### config.mk
export PLATFORM = sky130hd
export DESIGN_NAME = layer_sequencer
export DESIGN_NICKNAME = d
export VERILOG_FILES = /design/src/rtl/accel_pkg.sv /design/src/rtl/phase_timer.sv /design/src/rtl/layer_sequencer.sv
export SDC_FILE = /design/constraint.sdc
export NUM_CORES = 1
export LEC_CHECK = 0
export CAP_MARGIN = 0
export CORE_MARGIN = 2
export CORE_UTILIZATION = 37
export CTS_BUF_LIST = sky130_fd_sc_hd__clkbuf_16
export CTS_CLUSTER_SIZE = 24
export DETAILED_ROUTE_END_ITERATION = 16
export PLACE_DENSITY = 0.59
export SYNTH_ARGS = -nofsm -noshare
export SYNTH_HDL_FRONTEND = slang
export SYNTH_SLANG_ARGS = --single-unit
### constraint.sdc
create_clock -name clk -period 2.3 [get_ports clk]
set_input_delay 0.345 -clock clk [delete_from_list [all_inputs] [get_ports clk]]
set_output_delay 0.345 -clock clk [all_outputs]
set_load 0.05 [all_outputs]
### src/rtl/accel_pkg.sv
// Shared encodings for the CNN accelerator layer sequencer: phase codes,
// per-phase unit-enable vectors and small decode helpers.
package accel_pkg;

   localparam int unsigned DIM_W_DEF = 8;
   localparam int unsigned STATE_W   = 4;
   localparam int unsigned CODE_W    = 3;

   typedef enum logic [STATE_W-1:0] {
      S_IDLE    = 4'd0,
      S_INIT    = 4'd1,
      S_DEPTH   = 4'd2,
      S_POINT   = 4'd3,
      S_POOL    = 4'd4,
      S_FLATTEN = 4'd5,
      S_FC1     = 4'd6,
      S_FC2     = 4'd7,
      S_ERROR   = 4'd15
   } state_e;

   // ERROR shares the external code of FC2; timeout_err tells them apart.
   localparam logic [CODE_W-1:0] ERROR_CODE = 3'd7;

   typedef struct packed {
      logic dsu;
      logic init_buffer;
      logic depth;
      logic point;
      logic flatten;
      logic fc1;
      logic fc2;
   } en_t;

   localparam en_t EN_OFF     = 7'b000_0000;
   localparam en_t EN_INIT    = 7'b111_1000;
   localparam en_t EN_DEPTH   = 7'b101_1000;
   localparam en_t EN_POINT   = 7'b100_1000;
   localparam en_t EN_POOL    = 7'b100_0000;
   localparam en_t EN_FLATTEN = 7'b000_0100;
   localparam en_t EN_FC1     = 7'b000_0010;
   localparam en_t EN_FC2     = 7'b000_0001;

   function automatic en_t en_of(input state_e s);
      case (s)
         S_INIT:    return EN_INIT;
         S_DEPTH:   return EN_DEPTH;
         S_POINT:   return EN_POINT;
         S_POOL:    return EN_POOL;
         S_FLATTEN: return EN_FLATTEN;
         S_FC1:     return EN_FC1;
         S_FC2:     return EN_FC2;
         default:   return EN_OFF;
      endcase
   endfunction

   function automatic logic [CODE_W-1:0] state_code(input state_e s);
      return (s == S_ERROR) ? ERROR_CODE : s[CODE_W-1:0];
   endfunction

   function automatic logic is_busy(input state_e s);
      return (s != S_IDLE) && (s != S_ERROR);
   endfunction

   function automatic logic is_conv(input state_e s);
      return (s == S_INIT) || (s == S_DEPTH) || (s == S_POINT) || (s == S_POOL);
   endfunction

endpackage

### src/rtl/phase_timer.sv
// Per-phase watchdog: counts cycles spent in the current phase and flags the
// last permitted cycle. LIMIT of 0 removes the counter entirely.
module phase_timer #(
   parameter int unsigned LIMIT = 65535
) (
   input  logic clk,
   input  logic rst_n,
   input  logic clear,
   input  logic enable,
   output logic expire_c
);

   generate
      if (LIMIT == 0) begin : g_off
         logic unused_c;
         assign unused_c = ^{clk, rst_n, clear, enable};
         assign expire_c = 1'b0;
      end else begin : g_on
         localparam int unsigned CNT_W = $clog2(LIMIT + 1);
         logic [CNT_W-1:0] cnt_q;

         // Counter value equals the number of completed cycles in this phase.
         always_ff @(posedge clk or negedge rst_n) begin
            if (!rst_n) begin
               cnt_q <= '0;
            end else if (clear || !enable) begin
               cnt_q <= '0;
            end else if (!expire_c) begin
               cnt_q <= cnt_q + CNT_W'(1);
            end
         end

         assign expire_c = enable && (cnt_q == CNT_W'(LIMIT - 1));
      end
   endgenerate

endmodule

### src/rtl/layer_sequencer.sv
// Layer-sequencing FSM for the depthwise-separable CNN accelerator: walks the
// conv stages, flatten and FC layers, driving unit enables and geometry.
module layer_sequencer
   import accel_pkg::*;
#(
   parameter int unsigned NUM_CONV       = 3,
   parameter int unsigned DIM_W          = DIM_W_DEF,
   parameter int unsigned FRAME_W        = 4,
   parameter int unsigned TIMEOUT_CYCLES = 65535,
   localparam int unsigned IDX_W         = (NUM_CONV > 1) ? $clog2(NUM_CONV) : 1
) (
   input  logic               clk,
   input  logic               rst_n,
   input  logic               start,
   input  logic               continuous,
   input  logic               abort,
   input  logic               cfg_we,
   input  logic [IDX_W-1:0]   cfg_idx,
   input  logic [DIM_W-1:0]   cfg_in_size,
   input  logic [DIM_W-1:0]   cfg_in_ch,
   input  logic [DIM_W-1:0]   cfg_out_ch,
   input  logic               init_buffer_done,
   input  logic               depth_done,
   input  logic               point_done,
   input  logic               pool_done,
   input  logic               flatten_done,
   input  logic               fc1_done,
   input  logic               fc2_done,
   output logic [2:0]         state,
   output logic [IDX_W-1:0]   conv_idx,
   output logic               DSU_en,
   output logic               init_buffer,
   output logic               depth_en,
   output logic               point_en,
   output logic               flatten_en,
   output logic               fc1,
   output logic               fc2,
   output logic [DIM_W-1:0]   input_size,
   output logic [DIM_W-1:0]   output_size,
   output logic [DIM_W-1:0]   input_channel,
   output logic [DIM_W-1:0]   output_channel,
   output logic               busy,
   output logic               frame_done,
   output logic               timeout_err,
   output logic [FRAME_W-1:0] feature_count
);

   localparam logic [IDX_W-1:0] LAST_IDX = IDX_W'(NUM_CONV - 1);

   state_e               state_q, state_d;
   logic [IDX_W-1:0]     conv_q, conv_d;
   logic [FRAME_W-1:0]   count_q, count_d;
   logic                 frame_done_d;
   logic                 phase_done_c;
   logic                 expire_c;
   logic                 timer_clear_c;
   logic                 timer_en_c;
   logic                 cfg_ok_c;

   logic [DIM_W-1:0]     d_in_size_q [NUM_CONV];
   logic [DIM_W-1:0]     d_in_ch_q   [NUM_CONV];
   logic [DIM_W-1:0]     d_out_ch_q  [NUM_CONV];

   en_t                  en_q, en_d;
   logic [CODE_W-1:0]    code_q, code_d;
   logic                 busy_q, busy_d;
   logic                 timeout_q, timeout_d;
   logic                 frame_done_q;
   logic [DIM_W-1:0]     size_q, size_d;
   logic [DIM_W-1:0]     in_ch_q, in_ch_d;
   logic [DIM_W-1:0]     out_ch_q, out_ch_d;

   // Descriptor table is only writable while the datapath is quiescent.
   assign cfg_ok_c = cfg_we && !is_busy(state_q) && (32'(cfg_idx) < NUM_CONV);

   always_ff @(posedge clk or negedge rst_n) begin
      if (!rst_n) begin
         for (int unsigned i = 0; i < NUM_CONV; i++) begin
            d_in_size_q[i] <= '0;
            d_in_ch_q[i]   <= '0;
            d_out_ch_q[i]  <= '0;
         end
      end else if (cfg_ok_c) begin
         d_in_size_q[cfg_idx] <= cfg_in_size;
         d_in_ch_q[cfg_idx]   <= cfg_in_ch;
         d_out_ch_q[cfg_idx]  <= cfg_out_ch;
      end
   end

   assign timer_clear_c = (state_d != state_q);
   assign timer_en_c    = is_busy(state_q);

   phase_timer #(
      .LIMIT (TIMEOUT_CYCLES)
   ) u_phase_timer (
      .clk      (clk),
      .rst_n    (rst_n),
      .clear    (timer_clear_c),
      .enable   (timer_en_c),
      .expire_c (expire_c)
   );

   // State register.
   always_ff @(posedge clk or negedge rst_n) begin
      if (!rst_n) begin
         state_q <= S_IDLE;
         conv_q  <= '0;
         count_q <= '0;
      end else begin
         state_q <= state_d;
         conv_q  <= conv_d;
         count_q <= count_d;
      end
   end

   // Next-state logic; abort beats everything, a done beats the watchdog.
   always_comb begin
      state_d      = state_q;
      conv_d       = conv_q;
      count_d      = count_q;
      frame_done_d = 1'b0;
      phase_done_c = 1'b0;

      case (state_q)
         S_INIT:    phase_done_c = init_buffer_done;
         S_DEPTH:   phase_done_c = depth_done;
         S_POINT:   phase_done_c = point_done;
         S_POOL:    phase_done_c = pool_done;
         S_FLATTEN: phase_done_c = flatten_done;
         S_FC1:     phase_done_c = fc1_done;
         S_FC2:     phase_done_c = fc2_done;
         default:   phase_done_c = 1'b0;
      endcase

      if (abort) begin
         state_d = S_IDLE;
         conv_d  = '0;
      end else begin
         unique case (state_q)
            S_IDLE: begin
               if (start) begin
                  state_d = S_INIT;
                  conv_d  = '0;
               end
            end
            S_INIT:    if (phase_done_c) state_d = S_DEPTH;
            S_DEPTH:   if (phase_done_c) state_d = S_POINT;
            S_POINT:   if (phase_done_c) state_d = S_POOL;
            S_POOL: begin
               if (phase_done_c) begin
                  if (conv_q == LAST_IDX) begin
                     state_d = S_FLATTEN;
                  end else begin
                     conv_d  = conv_q + IDX_W'(1);
                     state_d = S_INIT;
                  end
               end
            end
            S_FLATTEN: if (phase_done_c) state_d = S_FC1;
            S_FC1:     if (phase_done_c) state_d = S_FC2;
            S_FC2: begin
               if (phase_done_c) begin
                  frame_done_d = 1'b1;
                  count_d      = count_q + FRAME_W'(1);
                  conv_d       = '0;
                  state_d      = continuous ? S_INIT : S_IDLE;
               end
            end
            S_ERROR:   state_d = S_ERROR;
            default:   state_d = S_ERROR;
         endcase

         if (is_busy(state_q) && !phase_done_c && expire_c) begin
            state_d = S_ERROR;
         end
      end
   end

   // Output decode from the upcoming state; same-cycle descriptor writes bypass.
   always_comb begin
      en_d      = en_of(state_d);
      code_d    = state_code(state_d);
      busy_d    = is_busy(state_d);
      timeout_d = (state_d == S_ERROR);
      size_d    = '0;
      in_ch_d   = '0;
      out_ch_d  = '0;
      if (is_conv(state_d)) begin
         if (cfg_ok_c && (cfg_idx == conv_d)) begin
            size_d   = cfg_in_size;
            in_ch_d  = cfg_in_ch;
            out_ch_d = cfg_out_ch;
         end else begin
            size_d   = d_in_size_q[conv_d];
            in_ch_d  = d_in_ch_q[conv_d];
            out_ch_d = d_out_ch_q[conv_d];
         end
      end
   end

   always_ff @(posedge clk or negedge rst_n) begin
      if (!rst_n) begin
         en_q         <= EN_OFF;
         code_q       <= '0;
         busy_q       <= 1'b0;
         timeout_q    <= 1'b0;
         frame_done_q <= 1'b0;
         size_q       <= '0;
         in_ch_q      <= '0;
         out_ch_q     <= '0;
      end else begin
         en_q         <= en_d;
         code_q       <= code_d;
         busy_q       <= busy_d;
         timeout_q    <= timeout_d;
         frame_done_q <= frame_done_d;
         size_q       <= size_d;
         in_ch_q      <= in_ch_d;
         out_ch_q     <= out_ch_d;
      end
   end

   assign state          = code_q;
   assign conv_idx       = conv_q;
   assign DSU_en         = en_q.dsu;
   assign init_buffer    = en_q.init_buffer;
   assign depth_en       = en_q.depth;
   assign point_en       = en_q.point;
   assign flatten_en     = en_q.flatten;
   assign fc1            = en_q.fc1;
   assign fc2            = en_q.fc2;
   assign input_size     = size_q;
   assign output_size    = size_q;
   assign input_channel  = in_ch_q;
   assign output_channel = out_ch_q;
   assign busy           = busy_q;
   assign frame_done     = frame_done_q;
   assign timeout_err    = timeout_q;
   assign feature_count  = count_q;

endmodule

Yosys cells after proc, flatten, opt, wreduce, memory -nomap -nowiden
Cells that the tools add are included.

Register bits after elaboration: 135. Input bits: 39.

Add/sub/neg operators: 3. Order comparisons: 4. Equal/unequal tests: 22. Multiplexer cells: 47. Bitwise operators: 3. Reduce and logical (&&, ||, !) cells: 19.

Operator list (count): $mux W8 (13); $bwmux W24 (3); $pmux W7 S7 (1); $bmux W8 S2 (3); $mux W4 (10); $eq A4 B3 Y1 const B (8); $mux W16 (2); $pmux W4 S8 (1); $add A16 B1 Y16 const B (1); $demux W8 S2 (1); $eq A16 B16 Y1 const B (1); $eq A4 B2 Y1 const B (4); $mux W2 (5); $logic_and A1 B1 Y1 (9); $eq A4 B1 Y1 const B (2); $ne A4 B4 Y1 const B (2); $reduce_bool A4 Y1 (2); $pmux W1 S7 (1); $ge A3 B3 Y1 const B (2); $mux W3 (2); $not A2 Y3 (2); $pmux W2 S3 (1); $add A4 B1 Y4 const B (1); $eq A4 B4 Y1 const B (1); other kinds (13) (20).

Logic depth before layout (Yosys ltp)
Gate-level depths: netlist of the first run.

Depth in word-level cells: 12. Gate-level depth with buffers: 12. Mapped depth without buffers: 10.

Cells and area by module
A second synthesis of the first run with hierarchy kept.

Cells, all modules: 530. Area, all modules: 6505.0 um2.

Modules (own cells, without submodules): layer_sequencer (times used 1, cells an instance 435, area an instance 5582.9 um2, seq. area each 2952.8 um2); phase_timer (times used 1, cells an instance 95, area an instance 922.1 um2, seq. area each 400.4 um2).

Worst setup path before layout of the first run
No wires, ideal clock.

Kind: flip-flop to flip-flop. Start: register conv_q[0], in the netlist conv_idx[0]. End: register in_ch_q[0], in the netlist input_channel[0]. Library setup time: 96 ps. Data arrival time: 2675 ps. Data required time: 2204 ps. Path slack: -471 ps. Stages on the path, launching flop included: 12. Clock period less this slack: 2771 ps. Cell sequence: dfrtp_1 inv_1 ha_1 nand4_1 a21o_1 buf_2 a21oi_2 o2111ai_4 and2_1 buf_2 buf_6 a311oi_2.

Cells in the longest elaborated chain, start to end: 11. Elaborated cells between the ends (all ways): 28. Those cells by class: add/sub: 1; eq/ne: 6; mux: 16; bitwise: 1; reduce/logical: 4.

Ends and longest elaborated chain: start, declared (line layer_sequencer.sv:51) `logic [IDX_W-1:0] conv_q, conv_d;`; start signal, assigned (line layer_sequencer.sv:111) `conv_q <= conv_d;`; $add A2 B1 Y2 / $eq A2 B2 Y1 (equally long branches) (line layer_sequencer.sv:154, layer_sequencer.sv:151); $mux W2 / $mux W3 (equally long branches) (line layer_sequencer.sv:151) `if (conv_q == LAST_IDX) begin`; $mux W2 / $mux W4 (equally long branches) (line layer_sequencer.sv:150) `if (phase_done_c) begin`; $pmux W2 S3 / $pmux W4 S8 (equally long branches) (line layer_sequencer.sv:139) `unique case (state_q)`; $mux W2 / $mux W4 (equally long branches) (line layer_sequencer.sv:135, layer_sequencer.sv:173); $not A2 Y3 (implied by the code) / $mux W4 (equally long branches) (line layer_sequencer.sv:195, layer_sequencer.sv:135); $bmux W8 S2 (tied with other cells) (line layer_sequencer.sv:195) `in_ch_d = d_in_ch_q[conv_d];`; $mux W8 (implied by the code) / $logic_or A1 B1 Y1 (equally long branches) (2 in a row) (line layer_sequencer.sv:195, accel_pkg.sv:65); $mux W8 / $logic_or A1 B1 Y1 (equally long branches) (line layer_sequencer.sv:189, accel_pkg.sv:65); $mux W8 * (line layer_sequencer.sv:188) `if (is_conv(state_d)) begin`; net in_ch_d[0] (line layer_sequencer.sv:70) `logic [DIM_W-1:0] in_ch_q, in_ch_d;`; end signal, assigned (line layer_sequencer.sv:218) `in_ch_q <= in_ch_d;`; end, declared (line layer_sequencer.sv:70).

The timed path passes the listed nets; every way through them passes the cells marked *. The select of a mux whose other input is x is not followed. A chain may end at the register's enable or synchronous reset.

Worst setup path in the final report of the first run
Start: register state_q[0]. End: register in_ch_q[0], in the netlist input_channel[0].

Cells in the longest elaborated chain, start to end: 12. Elaborated cells between the ends (all ways): 49. Those cells by class: eq/ne: 13; mux: 21; bitwise: 1; reduce/logical: 14.

Ends and longest elaborated chain: start, declared (line layer_sequencer.sv:50) `state_e state_q, state_d;`; start signal, assigned (line layer_sequencer.sv:110) `state_q <= state_d;`; parallel branches: the longest is 11 deep, another holds $bmux W8 S2; $mux W8 * (line layer_sequencer.sv:188); net in_ch_d[0] (line layer_sequencer.sv:70).

Mark *: on every way through the listed nets, which the timed path passes. The select of a mux whose other input is x is not followed.

==> impl_metrics.py, run 1 <==
metrics = {
    "clocking": {
        "tritoncts_num_sinks": 133,
        "cts.htree.levels": 4,
        "cts.path.max_buffers": 2,
        "clock_slew_at_the_register_clock_pins_of_the_worst_setup_and_hold_paths_ns": 0.06,
        "cts_made_buffers": 17,
        "clock_insertion_delay_worst_skew_ns": 0.42,
        "cts-root-buf": "sky130_fd_sc_hd__clkbuf_16",
        "cts_tree": "done",
    },
    "cells_and_area": {
        "final_nets": 872,
        "utilization_pct": 53.4,
        "ant_diodes": 0,
        "non_filler_cell_area_final_mm2": 0.0100,
        "layout-drive-gt1-share_pct": 39.9,
        "area_growth_synth_to_finish_pct": 41.5,
    },
    "synthesis": {
        "synth_seq_area_share_pct": 47.0,
        "gate_count_of_the_mapped_netlist": 656,
        "synth_area_mm2": 0.00709,
        "post_synth_num_cell_types": 68,
        "yosys_most_used_dff": "sky130_fd_sc_hd__dfrtp_1",
        "ys_warn_count": 0,
        "synth-async-reset-ratio_pct": 100,
        "number_of_synthesized_register_bits": 133,
        "synthesis.nets": 700,
        "synth-edff-count": 0,
        "synth_area_per_cell_um2": 10.8,
    },
    "routing": {
        "detail_route.drc_violations": 0,
        "initialDrtViolationCount": 370,
        "routed_via_density": 5.63,
        "vias": 6049,
        "firstDrtPassIters": 7,
        "final_antenna_net_count": 0,
        "drt_wl_total_um": 21500,
        "final_routed_wire_length_divided_by_cell_count_um": 20.0,
    },
    "power": {
        "leakage_uw": 0.00420,
        "vdd.ir_drop.worst_mv": 0.631,
        "cellPowerDensity_mw_per_mm2": 1220,
    },
    "global_routing": {
        "grt_first_pass_wirelength_um": 33800,
        "grt_pass1_vias": 6340,
        "grt_overflow_total": 0,
        "grt_antenna_before_repair": 0,
        "grt_start_max_net_pins": 57,
        "track_usage_pct": 21.6,
    },
    "flow_run": {
        "timing.max_cap.violations": 0,
    },
    "die": {
        "rows": 50,
        "floorplan.die.height_um": 142,
        "coreArea_mm2": 0.0188,
        "die_x_um": 142,
        "start_util_pct": 37.8,
        "floorplan.die_area_mm2": 0.0203,
        "pin_count": 90,
    },
    "setup_path": {
        "path_max_fanout": 17,
        "worst-r2r-setup-slack_ns": -0.29,
        "r2r-end": "input_channel[0]$_DFF_PN0_",
        "worst_setup_path_startpoint": "state_q[0]$_DFF_PN0_",
        "timing.rr.start": "state_q[0]$_DFF_PN0_",
        "setup.worst_path.class": "reg -> reg",
        "startpoint_type": "register",
        "worst-endpoint-arrival_ns": 2.88,
        "critical_path.endpoint_type": "register",
        "worst-endpoint-required_ns": 2.59,
        "worst-r2r-cell-count": 9,
    },
    "place": {
        "placedInstanceArea_mm2": 0.00884,
        "place_congestion": 0.915,
        "pre_cts_ws_ns": -0.551,
        "buffer_ports.inserted": 89,
        "place.detailed.hpwl_um": 13900,
    },
    "timing": {
        "setup_ws_ns": -0.290,
        "grt_setup_unrepaired": "true",
        "clock.fmax_mhz": 386,
        "hold-worst-slack_ns": 0.377,
        "finalWorstPathRequiredPeriod_ns": 2.59,
        "post-route-period-util_pct": 113,
        "final_report_hold_violation_count": 0,
        "max_slew.worst_pin.slew_ns": 0.590,
        "timing.slew.headroom_pct": 60.5,
        "skew_ns": 0.00690,
        "count_of_final_setup_violators": 47,
        "final_max_slew_viol_count": 0,
    },
    "status": {
        "outcome": "complete, but fails checks",
        "failed_checks": "negative setup slack",
    },
    "hold_path": {
        "holdCritPathClass": "in -> async",
    },
}
[metrics by stage]
stage               cells  TNS, ns  total power, uW
finish               1074    -9.77            12200
global route         1074   -13.64            12900
CTS                  1064    -9.54            12100
detailed placement   1016   -21.33             9070
global placement     1016   -18.98             8910
floorplan             656    -4.61             7320
[repair_timing]
action,4_1_cts,5_1_grt
pin swaps,12,17
hold buffers,1,0
gates resized for setup,59,45
setup endpoints to repair,53,100
setup buffers,14,9
gates cloned,2,3
hold endpoints to repair,18,0
[metal layers]
| metal | up-vias | GRT usage, % | routed length (um) |
|---|---|---|---|
| li1 | 2756 | - | - |
| met1 | 3079 | 25.8 | 8930 |
| met2 | 174 | 38.5 | 11200 |
| met3 | 40 | 3.87 | 926 |
| met4 | 0 | 8.60 | 487 |
| met5 | - | 0 | 0 |
[critical path: stages (launching register included)]
cell and delay (ns):
sky130_fd_sc_hd__dfrtp_2 0.45, sky130_fd_sc_hd__buf_6 0.15, sky130_fd_sc_hd__and3_4 0.18, sky130_fd_sc_hd__o21a_4 0.23, sky130_fd_sc_hd__a21o_1 0.17, sky130_fd_sc_hd__a221o_1 0.42, sky130_fd_sc_hd__a211o_1 0.34, sky130_fd_sc_hd__a21oi_4 0.23
sky130_fd_sc_hd__buf_12 0.21, sky130_fd_sc_hd__a311oi_2 0.06
[worst max path at each step]
stage / to / slack [ns] / cells past startpoint
final: input_channel[0]$_DFF_PN0_ / -0.29 / 9
after global routing: input_channel[0]$_DFF_PN0_ / -0.33 / 9
after CTS: input_channel[0]$_DFF_PN0_ / -0.28 / 9
after detailed placement: input_channel[0]$_DFF_PN0_ / -0.55 / 9
after global placement: output_channel[7]$_DFF_PN0_ / -0.46 / 9
after floorplan: input_channel[0]$_DFF_PN0_ / -0.16 / 11
[cell families (layout without fill, tap and decap cells)]
family	after synthesis	after routing	share of synthesized area, %
compound gates	147	147	18.4
fa+ha+maj	5	5	0.883
mux	75	75	11.9
xor+xnor	18	18	2.22
simple gates	176	179	12.6
flops	133	133	47.0
buf+inv	102	283	7.06
[cells in the final DEF (no fill, tap or decap), drive strengths merged, types with 8 or more instances in the layout]
| cell type | synthesis | final |
|---|---|---|
| a21oi | 33 | 33 |
| nand2 | 42 | 42 |
| nor2 | 31 | 31 |
| clkinv | 0 | 9 |
| xnor2 | 11 | 11 |
| a311oi | 27 | 27 |
| clkbuf | 34 | 18 |
| buf | 30 | 125 |
| nor3 | 8 | 8 |
| mux2 | 73 | 73 |
| o211ai | 25 | 25 |
| a21o | 8 | 8 |
| a32oi | 24 | 24 |
| inv | 38 | 39 |
| dfrtp | 133 | 133 |
| clkdlybuf4s50 | 0 | 87 |
| nand3 | 57 | 57 |
[cells in the mapped netlist (6+ instances only)]
| cell | number | area share [%] |
|---|---|---|
| sky130_fd_sc_hd__a21o_1 | 8 | 0.85 |
| sky130_fd_sc_hd__a21oi_1 | 30 | 2.1 |
| sky130_fd_sc_hd__a311oi_1 | 7 | 0.86 |
| sky130_fd_sc_hd__a311oi_2 | 20 | 4.2 |
| sky130_fd_sc_hd__a32oi_1 | 24 | 3.0 |
| sky130_fd_sc_hd__buf_2 | 9 | 0.64 |
| sky130_fd_sc_hd__buf_4 | 13 | 1.4 |
| sky130_fd_sc_hd__buf_6 | 6 | 0.95 |
| sky130_fd_sc_hd__clkbuf_1 | 33 | 1.7 |
| sky130_fd_sc_hd__dfrtp_1 | 133 | 47 |
| sky130_fd_sc_hd__inv_1 | 37 | 2.0 |
| sky130_fd_sc_hd__mux2_2 | 73 | 12 |
| sky130_fd_sc_hd__nand2_1 | 42 | 2.2 |
| sky130_fd_sc_hd__nand3_1 | 56 | 4.0 |
| sky130_fd_sc_hd__nor2_1 | 31 | 1.6 |
| sky130_fd_sc_hd__nor3_1 | 7 | 0.49 |
| sky130_fd_sc_hd__o211ai_1 | 24 | 2.5 |
| sky130_fd_sc_hd__xnor2_1 | 11 | 1.4 |
| sky130_fd_sc_hd__xor2_1 | 7 | 0.86 |
[cell type report]
cell class              count  area, um^2
multi-input cells         424        3640
repair buffers            214        2060
fillers                  1627        8740
clock inverters            14         136
flip-flops and latches    133        3340
clock buffers              17         425
inverters                  38         143
well taps                 234         293
[sequential cells by signal (all words and copies together) (netlist names), 4 cells and up]
name	cells
d_in_ch_q	24
d_in_size_q	24
feature_count	4
d_out_ch_q	24
output_channel	8
u_phase_timer.g_on.cnt_q	16
input_size	8
state_q	4
input_channel	8
[power by group]
group          total (uW)  switching, uW  leakage (uW)  internal (uW)
sequential           3870            609       0.00168           3260
clock                2620           1050      0.000271           1580
combinational        5720           3150       0.00225           2570
total               12200           4810       0.00420           7410
Note: power is estimated with default switching activity, not from simulation.
==> run 2, diff against run 1 <==
- ABC_AREA: unset -> 0
- CORE_MARGIN: 2 -> unset
==> run 2 against run 1 <==
  * The run still ends with negative setup slack left
  * Clock power is 6% higher
  * Critical path depth unchanged
  * Wire length rose by 5.0%
  * Setup slack better by 0.037 ns
  * Critical path type unchanged
  * Largest power group unchanged
==> impl_metrics.py, run 2 (synthesized netlist as in run 1, its figures left out) <==
metrics = {
    "status": {
        "outcome": "complete, but fails checks",
        "failed_checks": "negative setup slack",
    },
    "timing": {
        "count_of_final_setup_violators": 74,
        "finalWorstPathRequiredPeriod_ns": 2.55,
        "grt_setup_unrepaired": "true",
        "clock.fmax_mhz": 392,
        "skew_ns": 0.00893,
        "timing.slew.headroom_pct": 54.7,
        "max_slew.worst_pin.slew_ns": 0.680,
        "post-route-period-util_pct": 111,
        "final_report_hold_violation_count": 0,
        "final_max_slew_viol_count": 0,
        "setup_ws_ns": -0.252,
    },
    "place": {
        "placedInstanceArea_mm2": 0.00877,
        "pre_cts_ws_ns": -0.541,
        "place.detailed.hpwl_um": 13300,
        "buffer_ports.inserted": 89,
        "place_congestion": 0.876,
    },
    "power": {
        "leakage_uw": 0.00452,
        "pwr-share-comb_pct": 48.7,
        "vdd.ir_drop.worst_mv": 0.568,
        "pwr-share-clk_pct": 21.5,
        "totalPowerFinal_uw": 13000,
        "power.share.sequential_pct": 29.8,
        "cellPowerDensity_mw_per_mm2": 1230,
        "sw_frac_of_total_pct": 38.1,
        "p_sw_uw": 4950,
        "internal_power_uw": 8030,
    },
    "die": {
        "pin_count": 90,
        "floorplan.die_area_mm2": 0.0197,
        "start_util_pct": 37.8,
        "coreArea_mm2": 0.0188,
        "die_x_um": 140,
        "floorplan.die.height_um": 140,
        "rows": 50,
    },
    "setup_path": {
        "worst-endpoint-required_ns": 2.66,
        "cpMaxStageDelayCell": "sky130_fd_sc_hd__dfrtp_2",
        "worst-endpoint-arrival_ns": 2.91,
        "setup.worst_path.class": "reg -> reg",
        "crit_path_max_incr_delay_ns": 0.46,
        "crit_path_cell_trace": "buf_6 -> and3_4 -> a211o_4 -> or3_4 -> o211a_4 -> o211ai_4 -> o2111ai_4 -> clkbuf_16 -> nor2_2",
        "critical_path.endpoint_type": "register",
        "startpoint_type": "register",
        "path_max_fanout": 7,
    },
    "routing": {
        "routed_via_density": 5.72,
        "firstDrtPassIters": 5,
        "final_antenna_net_count": 0,
        "final_routed_wire_length_divided_by_cell_count_um": 20.7,
        "drt_wl_total_um": 22600,
        "detail_route.drc_violations": 0,
        "initialDrtViolationCount": 463,
        "vias": 6232,
    },
    "cells_and_area": {
        "mostFrequentLayoutCells": "128 x sky130_fd_sc_hd__dfrtp_1, 96 x sky130_fd_sc_hd__buf_4, 87 x sky130_fd_sc_hd__clkdlybuf4s50_1, 56 x sky130_fd_sc_hd__nand3_1",
        "layout_commonest_cell": "sky130_fd_sc_hd__dfrtp_1",
        "layout-drive-gt1-share_pct": 40.1,
        "non_filler_cell_area_final_mm2": 0.0105,
        "final_nets": 887,
        "area_growth_synth_to_finish_pct": 48.3,
        "top_regs": "d_in_ch_q: 24 flops, d_in_size_q: 24 flops, d_out_ch_q: 24 flops",
        "ant_diodes": 0,
    },
    "global_routing": {
        "grt_overflow_total": 0,
        "grt_start_max_net_pins": 83,
        "grt_first_pass_wirelength_um": 34000,
        "grt_pass1_vias": 6313,
        "grt_antenna_before_repair": 0,
        "track_usage_pct": 22.5,
    },
    "clocking": {
        "cts-root-buf": "sky130_fd_sc_hd__clkbuf_16",
        "cts_made_buffers": 17,
        "cts_tree": "done",
        "clock_insertion_delay_worst_skew_ns": 0.42,
        "clock_slew_at_the_register_clock_pins_of_the_worst_setup_and_hold_paths_ns": 0.06,
        "tritoncts_num_sinks": 133,
        "cts.htree.levels": 4,
        "cts.path.max_buffers": 2,
    },
    "hold_path": {
        "holdCritPathClass": "reg -> reg",
    },
    "flow_run": {
        "timing.max_cap.violations": 0,
    },
}
==> run 2: changes by cell type in the layout (fill, tap and decap cells not counted), moves of 5 or more <==
cell	previous run	this run
sky130_fd_sc_hd__mux2_2	73	35
sky130_fd_sc_hd__mux2_4	0	38
sky130_fd_sc_hd__inv_1	33	38
sky130_fd_sc_hd__a21oi_1	17	29
sky130_fd_sc_hd__buf_6	17	24
sky130_fd_sc_hd__nor2_1	19	14
sky130_fd_sc_hd__a21oi_2	14	2
==> run 2: timing repair <==
action,4_1_cts,5_1_grt
cloned,4,7
pin swaps,12,41
hold endpoints to repair,75,0
hold buffers,1,0
buffers inserted,20,21
endpoints found under the setup margin,101,106
resized for setup,83,79
==> run 2: final timing paths <==
kind / start / end / slack, ns / cells after the start
min in group asynchronous: rst_n / conv_idx[1]$_DFF_PN0_ / 0.51 / 3
worst min-delay path: feature_count[3]$_DFFE_PN0P_ / feature_count[3]$_DFFE_PN0P_ / 0.47 / 1
worst max-delay path: state_q[0]$_DFF_PN0_ / u_phase_timer.g_on.cnt_q[7]$_DFFE_PN0P_ / -0.25 / 9
max in group asynchronous: rst_n / state_q[1]$_DFF_PN0_ / 1.19 / 3
worst max register to register: state_q[0]$_DFF_PN0_ / u_phase_timer.g_on.cnt_q[7]$_DFFE_PN0P_ / -0.25 / 9
worst min register to register: feature_count[3]$_DFFE_PN0P_ / feature_count[3]$_DFFE_PN0P_ / 0.47 / 1
==> run 2: layout make-up <==
| class | instances | area (um^2) |
|---|---|---|
| tap | 234 | 293 |
| timing repair buffer | 229 | 2310 |
| clock inverter | 15 | 173 |
| fill | 1560 | 8250 |
| multi-input combinational | 424 | 3840 |
| clock buffer | 17 | 425 |
| sequential | 133 | 3330 |
| inverter | 38 | 143 |
==> run 2: layer usage <==
metal | GRT usage, % | share of wire [%] | wire length (um)
met5 | 0 | 0 | 0
met3 | 3.90 | 5.6 | 1260
met4 | 9.66 | 2.3 | 531
met2 | 38.8 | 51 | 11500
met1 | 27.6 | 41 | 9280
==> run 2: worst max-delay path, delay by kind of cell (launching register included) <==
kind / cells / cell delay (ns)
buffers and inverters: 2 / 0.37
AO/OA/AOI/OAI: 4 / 1.04
flip-flops: 1 / 0.46
AND/OR/NAND/NOR: 3 / 0.60
==> run 2: power groups by stage <==
stage          Clock (uW)  Combinational, uW  Sequential [uW]
2_1_floorplan           0               2760             4570
3_3_place_gp            0               5040             3830
3_5_place_dp            0               5140             3880
4_1_cts              2840               5740             3850
5_1_grt              2950               6680             3970
6_report             2790               6330             3860
==> run 2: metrics by stage <==
stage	utilization (%)	TNS, ns	cells	hold slack [ns]
finish	56.0	-12.48	1090	0.473
global route	56.0	-19.84	1090	0.502
CTS	53.0	-10.83	1067	0.485
detailed placement	46.7	-21.12	1011	0.429
global placement	46.7	-19.54	1011	0.425
floorplan	-	-4.61	656	0.0494
